--- config.mk ---
export PLATFORM = sky130hd
export DESIGN_NAME = ex_lsu_axi
export DESIGN_NICKNAME = d
export VERILOG_FILES = /design/src/rtl/ex_lsu_axi_pkg.sv /design/src/rtl/ex_lsu_axi_lane.sv /design/src/rtl/ex_lsu_axi.sv
export SDC_FILE = /design/constraint.sdc
export NUM_CORES = 1
export LEC_CHECK = 0
export BUFFER_PORTS_ARGS = -buffer_cell sky130_fd_sc_hd__buf_2
export CAP_MARGIN = 30
export CORE_AREA = 8 8 198 200
export CTS_CLUSTER_DIAMETER = 30
export DETAILED_ROUTE_END_ITERATION = 12
export DIE_AREA = 0 0 206 208
export GPL_TIMING_DRIVEN = 0
export PLACE_DENSITY = 0.72
export SKIP_LAST_GASP = 1
export SLEW_MARGIN = 40
export SYNTH_ARGS = -nofsm -noshare
export SYNTH_HDL_FRONTEND = slang
export SYNTH_HIERARCHICAL = 1
export SYNTH_SLANG_ARGS = --single-unit
--- constraint.sdc ---
create_clock -name clk -period 16.2 [get_ports clk]
set_input_delay 2.43 -clock clk [delete_from_list [all_inputs] [get_ports clk]]
set_output_delay 2.43 -clock clk [all_outputs]
set_load 0.03 [all_outputs]
--- src/rtl/ex_lsu_axi_pkg.sv ---
// Shared types and constants for the EX-stage load/store unit: FSM states,
// funct3 load/store encodings, access sizes and AXI response codes.
package ex_lsu_axi_pkg;

  typedef enum logic [2:0] {
    S_IDLE    = 3'd0,
    S_RD_ADDR = 3'd1,
    S_RD_DATA = 3'd2,
    S_WR_REQ  = 3'd3,
    S_WR_RESP = 3'd4,
    S_DONE    = 3'd5
  } lsu_state_t;

  localparam logic [2:0] F3_LB  = 3'b000;
  localparam logic [2:0] F3_LH  = 3'b001;
  localparam logic [2:0] F3_LW  = 3'b010;
  localparam logic [2:0] F3_LD  = 3'b011;
  localparam logic [2:0] F3_LBU = 3'b100;
  localparam logic [2:0] F3_LHU = 3'b101;
  localparam logic [2:0] F3_LWU = 3'b110;

  localparam logic [1:0] SIZE_B = 2'd0;
  localparam logic [1:0] SIZE_H = 2'd1;
  localparam logic [1:0] SIZE_W = 2'd2;
  localparam logic [1:0] SIZE_D = 2'd3;

  localparam logic [1:0] RESP_OKAY = 2'b00;

  function automatic logic [1:0] f3_size(input logic [2:0] f3);
    case (f3)
      F3_LB, F3_LBU: f3_size = SIZE_B;
      F3_LH, F3_LHU: f3_size = SIZE_H;
      F3_LW, F3_LWU: f3_size = SIZE_W;
      default:       f3_size = SIZE_D;
    endcase
  endfunction

  function automatic logic is_misaligned(input logic [1:0] size, input logic [2:0] off);
    case (size)
      SIZE_H:  is_misaligned = off[0];
      SIZE_W:  is_misaligned = |off[1:0];
      SIZE_D:  is_misaligned = |off[2:0];
      default: is_misaligned = 1'b0;
    endcase
  endfunction

endpackage

--- src/rtl/ex_lsu_axi_lane.sv ---
// Byte-lane steering: store replication and strobe generation, and load
// right-shift followed by sign/zero extension.
module lsu_lane_align
  import ex_lsu_axi_pkg::*;
#(
  parameter int DW = 64
) (
  input  logic [1:0]      i_st_size,
  input  logic [2:0]      i_st_off,
  input  logic [63:0]     i_st_data,
  output logic [DW-1:0]   o_st_wdata,
  output logic [DW/8-1:0] o_st_wstrb,
  input  logic [1:0]      i_ld_size,
  input  logic [2:0]      i_ld_off,
  input  logic            i_ld_uns,
  input  logic [DW-1:0]   i_ld_data,
  output logic [63:0]     o_ld_data
);

  logic [DW/8-1:0] w_strb_base;
  logic [DW-1:0]   w_shift;
  logic            w_sx;

  always_comb begin
    o_st_wdata  = i_st_data[DW-1:0];
    w_strb_base = '1;
    case (i_st_size)
      SIZE_B: begin
        o_st_wdata  = {(DW/8){i_st_data[7:0]}};
        w_strb_base = {{(DW/8-1){1'b0}}, 1'b1};
      end
      SIZE_H: begin
        o_st_wdata  = {(DW/16){i_st_data[15:0]}};
        w_strb_base = {{(DW/8-2){1'b0}}, 2'b11};
      end
      SIZE_W: begin
        o_st_wdata  = {(DW/32){i_st_data[31:0]}};
        w_strb_base = {{(DW/8-4){1'b0}}, 4'hF};
      end
      default: ;
    endcase
    o_st_wstrb = w_strb_base << i_st_off;
  end

  assign w_shift = i_ld_data >> {i_ld_off, 3'b000};

  // Sign bit is forced to zero for the unsigned variants.
  always_comb begin
    o_ld_data = w_shift[63:0];
    w_sx      = 1'b0;
    case (i_ld_size)
      SIZE_B: begin
        w_sx      = ~i_ld_uns & w_shift[7];
        o_ld_data = {{56{w_sx}}, w_shift[7:0]};
      end
      SIZE_H: begin
        w_sx      = ~i_ld_uns & w_shift[15];
        o_ld_data = {{48{w_sx}}, w_shift[15:0]};
      end
      SIZE_W: begin
        w_sx      = ~i_ld_uns & w_shift[31];
        o_ld_data = {{32{w_sx}}, w_shift[31:0]};
      end
      default: ;
    endcase
  end

endmodule

--- src/rtl/ex_lsu_axi.sv ---
// EX-stage load/store unit: one AXI4-Lite transaction per memory instruction,
// stalling the pipeline through hold_req_o until the access retires in DONE.
module ex_lsu_axi
  import ex_lsu_axi_pkg::*;
#(
  parameter int AW = 32,
  parameter int DW = 64
) (
  input  logic            clk,
  input  logic            rst,
  input  logic [31:0]     inst_i,
  input  logic [63:0]     base_addr_i,
  input  logic [63:0]     addr_offset_i,
  input  logic [63:0]     op2_i,
  input  logic [4:0]      rd_addr_i,
  input  logic            read_ram_i,
  input  logic            write_ram_i,
  output logic            hold_req_o,
  output logic            mem_wen_o,
  output logic [4:0]      mem_waddr_o,
  output logic [63:0]     mem_wdata_o,
  output logic            bus_err_o,
  output logic [AW-1:0]   m_araddr_o,
  output logic            m_arvalid_o,
  input  logic            m_arready_i,
  input  logic [DW-1:0]   m_rdata_i,
  input  logic [1:0]      m_rresp_i,
  input  logic            m_rvalid_i,
  output logic            m_rready_o,
  output logic [AW-1:0]   m_awaddr_o,
  output logic            m_awvalid_o,
  input  logic            m_awready_i,
  output logic [DW-1:0]   m_wdata_o,
  output logic [DW/8-1:0] m_wstrb_o,
  output logic            m_wvalid_o,
  input  logic            m_wready_i,
  input  logic [1:0]      m_bresp_i,
  input  logic            m_bvalid_i,
  output logic            m_bready_o,
  output lsu_state_t      dbg_state_o
);

  lsu_state_t      r_state, w_state_n;
  logic [AW-1:0]   r_addr;
  logic [1:0]      r_size;
  logic            r_uns;
  logic            r_is_load;
  logic            r_misal;
  logic [4:0]      r_rd;
  logic [DW-1:0]   r_wdata;
  logic [DW/8-1:0] r_wstrb;
  logic [DW-1:0]   r_rdata;
  logic [1:0]      r_resp;
  logic            r_aw_done;
  logic            r_w_done;

  logic [2:0]      w_funct3;
  logic [63:0]     w_ea;
  logic [1:0]      w_size;
  logic            w_uns;
  logic            w_req;
  logic            w_misal;
  logic [DW-1:0]   w_st_wdata;
  logic [DW/8-1:0] w_st_wstrb;
  logic [63:0]     w_ld_data;
  logic            w_aw_done_n;
  logic            w_w_done_n;
  logic            w_unused;

  assign w_funct3 = inst_i[14:12];
  assign w_ea     = base_addr_i + addr_offset_i;
  assign w_size   = f3_size(w_funct3);
  assign w_uns    = w_funct3[2];
  assign w_req    = read_ram_i | write_ram_i;
  assign w_misal  = is_misaligned(w_size, w_ea[2:0]);
  assign w_unused = ^{inst_i[31:15], inst_i[11:0], w_ea[63:AW]};

  lsu_lane_align #(.DW(DW)) u_lane (
    .i_st_size  (w_size),
    .i_st_off   (w_ea[2:0]),
    .i_st_data  (op2_i),
    .o_st_wdata (w_st_wdata),
    .o_st_wstrb (w_st_wstrb),
    .i_ld_size  (r_size),
    .i_ld_off   (r_addr[2:0]),
    .i_ld_uns   (r_uns),
    .i_ld_data  (r_rdata),
    .o_ld_data  (w_ld_data)
  );

  // Handshake: a valid is raised on entry to its state and held until the
  // matching ready is sampled high on a rising edge; payload registers are
  // only written in IDLE, so address/data stay stable while any valid is up.
  always_comb begin
    w_state_n   = r_state;
    w_aw_done_n = r_aw_done;
    w_w_done_n  = r_w_done;
    hold_req_o  = 1'b0;
    m_arvalid_o = 1'b0;
    m_rready_o  = 1'b0;
    m_awvalid_o = 1'b0;
    m_wvalid_o  = 1'b0;
    m_bready_o  = 1'b0;
    mem_wen_o   = 1'b0;
    bus_err_o   = 1'b0;
    case (r_state)
      S_IDLE: begin
        hold_req_o = w_req;
        if (w_req) begin
          if (w_misal)         w_state_n = S_DONE;
          else if (read_ram_i) w_state_n = S_RD_ADDR;
          else                 w_state_n = S_WR_REQ;
        end
      end
      S_RD_ADDR: begin
        hold_req_o  = 1'b1;
        m_arvalid_o = 1'b1;
        if (m_arready_i) w_state_n = S_RD_DATA;
      end
      S_RD_DATA: begin
        hold_req_o = 1'b1;
        m_rready_o = 1'b1;
        if (m_rvalid_i) w_state_n = S_DONE;
      end
      S_WR_REQ: begin
        hold_req_o  = 1'b1;
        m_awvalid_o = ~r_aw_done;
        m_wvalid_o  = ~r_w_done;
        w_aw_done_n = r_aw_done | (m_awvalid_o & m_awready_i);
        w_w_done_n  = r_w_done | (m_wvalid_o & m_wready_i);
        if (w_aw_done_n && w_w_done_n) w_state_n = S_WR_RESP;
      end
      S_WR_RESP: begin
        hold_req_o = 1'b1;
        m_bready_o = 1'b1;
        if (m_bvalid_i) w_state_n = S_DONE;
      end
      S_DONE: begin
        w_state_n = S_IDLE;
        mem_wen_o = r_is_load & ~r_misal & (r_resp == RESP_OKAY) & (r_rd != 5'd0);
        bus_err_o = r_misal | (r_resp != RESP_OKAY);
      end
      default: w_state_n = S_IDLE;
    endcase
  end

  always_ff @(posedge clk or posedge rst) begin
    if (rst) begin
      r_state   <= S_IDLE;
      r_addr    <= '0;
      r_size    <= SIZE_B;
      r_uns     <= 1'b0;
      r_is_load <= 1'b0;
      r_misal   <= 1'b0;
      r_rd      <= '0;
      r_wdata   <= '0;
      r_wstrb   <= '0;
      r_rdata   <= '0;
      r_resp    <= RESP_OKAY;
      r_aw_done <= 1'b0;
      r_w_done  <= 1'b0;
    end else begin
      r_state   <= w_state_n;
      r_aw_done <= w_aw_done_n;
      r_w_done  <= w_w_done_n;
      if (r_state == S_IDLE && w_req) begin
        r_addr    <= w_ea[AW-1:0];
        r_size    <= w_size;
        r_uns     <= w_uns;
        r_is_load <= read_ram_i;
        r_misal   <= w_misal;
        r_rd      <= rd_addr_i;
        r_wdata   <= w_st_wdata;
        r_wstrb   <= w_st_wstrb;
        r_resp    <= RESP_OKAY;
        r_aw_done <= 1'b0;
        r_w_done  <= 1'b0;
      end
      if (r_state == S_RD_DATA && m_rvalid_i) begin
        r_rdata <= m_rdata_i;
        r_resp  <= m_rresp_i;
      end
      if (r_state == S_WR_RESP && m_bvalid_i) r_resp <= m_bresp_i;
    end
  end

  assign m_araddr_o  = r_addr;
  assign m_awaddr_o  = r_addr;
  assign m_wdata_o   = r_wdata;
  assign m_wstrb_o   = r_wstrb;
  assign mem_waddr_o = r_rd;
  assign mem_wdata_o = w_ld_data;
  assign dbg_state_o = r_state;

endmodule
Word level (Yosys, flattened, before mapping)
Index checks and enable logic that the tools add are counted.
W data, S select, Z words.
{ "word_totals": {"ff_bits": 185, "inputBits": 306, "output_inout_bits": 216, "word_cells": 100} }
{ "op_classes": {"addsub": 1, "n_eq_ne": 20, "shift": 2, "mux": 28, "n_bitwise": 16, "n_reduce_logical": 20} }
{ "ops": {"columns": ["operator", "count"], "rows": [
  ["$pmux W64 S3", 2],
  ["$shr A64 B6 Y64", 1],
  ["$add A32 B32 Y32", 1],
  ["$pmux W8 S3", 1],
  ["$mux W3", 6],
  ["$eq A3 B3 Y1 const B", 5],
  ["$pmux W3 S5", 1],
  ["$mux W1", 11],
  ["$ne A2 B2 Y1 const B", 5],
  ["$eq A3 B2 Y1 const B", 3],
  ["$and A1 B1 Y1", 8],
  ["$mux W2", 4],
  ["$reduce_or A2 Y1", 4],
  ["$shl A8 B3 Y8", 1],
  ["$eq A2 B2 Y1 const B", 3],
  ["$eq A3 B1 Y1 const B", 2],
  ["$logic_not A2 Y1", 3],
  ["$logic_not A3 Y1", 2],
  ["$pmux W2 S3", 1],
  ["$reduce_and A5 Y1", 1],
  ["$reduce_bool A5 Y1", 1],
  ["$eq A2 B1 Y1 const B", 2],
  ["$logic_and A1 B1 Y1", 4],
  ["$not A1 Y1", 4],
  ["7 further kinds", 11]
]} }

Longest topological paths before layout
{ "logic_depth": {"ltp_word": 8, "depth_mapped": 11, "mapped_depth_nobuf": 10} }

Hierarchy
The synthesis kept the hierarchy.
{ "modules_own_cells": {"columns": ["module", "instances", "cells_each", "area_per_inst_um2", "seq_area_each_um2"], "rows": [
  ["ex_lsu_axi", 1, 955, 9126.3, 4629.4],
  ["lsu_lane_align", 1, 422, 3324.4, 0.0]
]} }

Least setup slack after synthesis
OpenSTA, ideal clock, no wires.
{ "synth_timing": {"path_type": "input -> output", "startpoint": "input port write_ram_i", "endpoint": "output port hold_req_o", "t_arrival_ns": 2.960, "required_time_ns": 13.770, "path_slack_ns": 10.810, "path_stages": 2, "path_buffers": 0, "path_cell_list": "nor4_1 -> a21oi_1"} }
{ "synth_between": {"elab_chain_cells": 2} }
{ "synth_lines": {"columns": ["item", "line", "source"], "rows": [
  ["start: declaration", "ex_lsu_axi.sv:17", "input logic write_ram_i,"],
  ["$or A1 B1 Y1", "ex_lsu_axi.sv:74", "assign w_req = read_ram_i | write_ram_i;"],
  ["$pmux W1 S2", "ex_lsu_axi.sv:106", "case (r_state)"],
  ["end: declaration", "ex_lsu_axi.sv:18", "output logic hold_req_o,"]
]} }
No other way between the ends.

Worst setup path after layout
Same ends and word-level chain as after synthesis.

==> out/results.txt <==
The worst hold margin is 0.4708 ns, and the worst ir drop on vdd is 0.2402 mV. In the routed layout, each cell is associated on average with a via count of 5.361. The average footprint of a synthesized cell was 9.042 sq um. For the number of synthesis warnings, the log shows 6. The tools report the standby leakage power as 8.060 nW. The total number of clock tree sinks is 185. The first routing iteration left 954 violations.

The proportion of netlist area held by the largest area contributor came out at 37.18%. The async set-reset flop share out of synthesis works out to 100.0%. In the post-synthesis netlist, the biggest area contributors are dfrtp_1, nand2_1, mux2_2. TritonCTS built the clock tree. Entering global routing, the biggest net connects 79 pins.

In this run the number of H-tree levels came out at 4. In the final layout, the share of cells above drive strength 1 is 36.51%. Quantity of hold-fixing buffers added after cts: 0. The first global-routing pass estimated 78,920 um of wire. For the pin with the worst max-slew slack, the measured transition is 0.8377 ns.

Power spread over the standard cell area amounts to 244.8 mW/mm^2. The total overflow left after global routing is 0. The worst setup path category is in2out. Port buffering added 428 buffers. Clock-pin slew was measured on the worst setup and hold paths at 0.07 ns. The type of destination of the critical path is a primary output. The flow ran to the end, and the final reports show no timing, DRC or antenna violations. Leaving out fill and tap cells, the most frequent cell in the layout is buf_2. For the worst-skew pair later-pin latency, the log shows 0.46 ns. The run gives 2 as the maximum buffer depth of the clock tree. The worst hold path belongs to the class reg2reg.

Total negative slack for setup checks: 0 ns. Final worst-path cycle share: 34.31%. Per report_power, the clock group accounts for 11.8% of the total.

The clock arrives with 0.01577 ns of skew. The die extent in y works out to 208 um. The tools report the number of detailed-routing iterations run before antenna repair as 5. The sum of internal, switching and leakage power came out at 3.886 mW. The root buffer cell was clkbuf_16. Worst-case headroom to the max-slew limit: 44.15%.

The logs give 3,625 for the number of fillers in the final layout and 23.3% for the proportion of power drawn by flip-flops and latches. Summed over all layers, the routed wires come to 52,270 um. Across every metal layer, demand over resource in global routing totals 23.76%.

In this run the post-CTS setup repair buffer count came out at 0. Counting distinct cell types in the post-synthesis netlist gives 75. The clock buffer count from CTS is 17.

The internal power contribution was 1.749 mW; the part of the Yosys area used for sequential elements was 37.18%. The mapped netlist covers 0.01245 sq mm. The die span in x is 206 um, and the standard cell core area is 0.03608 sq mm.

The tool flagged a number of max-cap violations equal to 0. The switching power as a share of total power is 54.99%. 522 I/O pins were placed. The max-slew violation count came out at 0.

For the combinational power share, the log shows 64.9%. Setup repair after global routing left no endpoint under its margin. The detailed-route via count came out at 12,380.

The worst path in the final design needs a cycle of 5.558 ns, including I/O delays and setup. The tools report the count of endpoints failing hold in the final timing report as 0. The number of nets handed over by synthesis was 1,715.

Relative to the synthesized area, the layout overhead comes to 27.50%. The initialized floorplan defines 70 standard-cell rows. For the worst setup path, the data arrival time is 3.13 ns. The count of nets left with antenna violations once routing finished came out at 0. Static timing analysis puts the maximum clock frequency at 179.9 MHz. The post-synthesis register bit count is 185. Die footprint: 0.04285 sq mm.

The logs give 0 for the post-CTS resize count and 42,160 um for the HPWL reported at the end of detailed placement. For the initial antenna violation count, the log shows 6. The library cell with the largest summed area after synthesis was dfrtp_1. The net switching component of the power was 2.137 mW; the required time reported for the critical path endpoint was 13.77 ns. The library cells used most frequently in the layout, excluding fill and tap cells, are buf_2, nand2_1, dfrtp_1. The final-report setup violation count was 0.

In the final design database the tool counted 2,164 nets. Global placement routability congestion: 0.9401. Prevailing post-synth register cell: dfrtp_1. The synthesized design contains 0 enable-type register cells. Once the floorplan was initialized, standard cells occupied 34.50% of the core. The number of global-route vias before repair is 12,920. Routed wirelength normalized by instance count: 22.64 um. Synthesis handed over a netlist of 1,377 instances.

The detailed-route DRC error count is 0. The worst setup path is launched from a primary input. Of all nets on the critical path, the largest fanout is 5.
## layer usage
| layer | vias up | wire length (um) | GRT usage, % | part of all wire (%) |
|---|---|---|---|---|
| li1 | 5724 | - | - | - |
| met1 | 5986 | 21030 | 29.17 | 40 |
| met2 | 600 | 25640 | 40.76 | 49 |
| met3 | 62 | 4559 | 5.920 | 8.7 |
| met4 | 6 | 1010 | 6.316 | 1.9 |
| met5 | - | 31 | 0 | 0.059 |
## final cells by class
cell class                      count  area [sq um]  share of cell area [%]
Clock inverter                     14         201.4                   1.269
Tap cell                          468         585.6                   3.689
Buffer                            142         837.1                   5.273
Inverter                           23         93.84                  0.5911
Multi-Input combinational cell   1027          6898                   43.45
Timing Repair Buffer              430          2197                   13.84
Clock buffer                       17         425.4                   2.680
Antenna cell                        3         7.507                 0.04729
Sequential cell                   185          4629                   29.16
## final timing paths
check	start	to	slack [ns]	cells after the start
setup / recovery	write_ram_i	hold_req_o	10.64	4
hold / removal	m_wstrb_o[7]	m_wstrb_o[7]	0.47	2
setup reg to reg	dbg_state_o[0]	m_araddr_o[3]	13.33	8
hold reg to reg	m_wstrb_o[7]	m_wstrb_o[7]	0.47	2
max in group asynchronous	rst	m_araddr_o[8]	13.47	3
min in group asynchronous	rst	r_rdata[57]	1.98	2
## power groups by stage
stage / Clock [mW] / Sequential [mW] / Combinational (mW)
after CTS: 0.466 / 0.904 / 2.53
final: 0.458 / 0.905 / 2.52
after global placement: 0 / 0.901 / 2.51
after global routing: 0.484 / 0.934 / 2.68
after floorplan: 0 / 1.09 / 1.48
after detailed placement: 0 / 0.907 / 2.52
## cell usage after synthesis, drive strengths merged (2+ instances only)
| library cell | count |
|---|---|
| o21a | 8 |
| nor3 | 17 |
| o21bai | 4 |
| a21oi | 71 |
| buf | 91 |
| xor2 | 15 |
| mux2i | 58 |
| a211oi | 13 |
| a211o | 9 |
| inv | 22 |
| nand2 | 344 |
| nand2b | 7 |
| or4 | 3 |
| a32oi | 9 |
| and2 | 13 |
| and4 | 3 |
| dfrtp | 185 |
| nor4bb | 2 |
| a31oi | 4 |
| nand4 | 38 |
| nand3 | 22 |
| a21o | 13 |
| a31o | 3 |
| o31ai | 4 |
| a2111oi | 4 |
| o22ai | 3 |
| o211ai | 7 |
| and3 | 4 |
| or3 | 3 |
| mux2 | 105 |
| a22oi | 3 |
| mux4 | 22 |
| ha | 31 |
| o21ai | 65 |
| or2 | 3 |
| xnor2 | 11 |
| o2bb2ai | 8 |
| nor2 | 44 |
| clkbuf | 51 |
| o2111ai | 16 |
| nor2b | 16 |
| nor3b | 7 |
## sequential cells by signal (all words and copies together) (netlist names)
name / count
dbg_state_o: 3
m_araddr_o: 32
m_wdata_o: 64
m_wstrb_o: 8
mem_waddr_o: 5
r_aw_done: 1
r_is_load: 1
r_misal: 1
r_rdata: 64
r_resp: 2
r_size: 2
r_uns: 1
r_w_done: 1
## kinds of logic (layout without fill, tap and decap cells)
logic type / Yosys count / in the layout / share of synthesized area, %
simple gates: 530 / 530 / 18.80
other cells: 0 / 3 / 0
xor+xnor: 26 / 26 / 1.829
fa+ha+maj: 32 / 32 / 3.276
mux: 185 / 185 / 18.20
buf+inv: 165 / 626 / 7.416
compound gates: 254 / 254 / 13.30
flops: 185 / 185 / 37.18
## metrics by stage
stage | worst slack, ns | area [sq um] | instances | util [%]
6_report | 10.64 | 15880 | 2309 | 43.99
5_1_grt | 10.62 | 15870 | 2308 | 43.99
2_1_floorplan | 8.741 | 12450 | 1377 | -
3_5_place_dp | 10.67 | 15240 | 2275 | 42.24
4_1_cts | 10.66 | 15870 | 2306 | 43.97
3_3_place_gp | 6.268 | 15180 | 2273 | 42.06
## worst max-delay path, stage by stage
cell     delay (ns)
buf_2          0.13
nor4_1         0.30
a21oi_1        0.07
buf_2          0.19
Note: power is estimated with default switching activity, not from simulation.
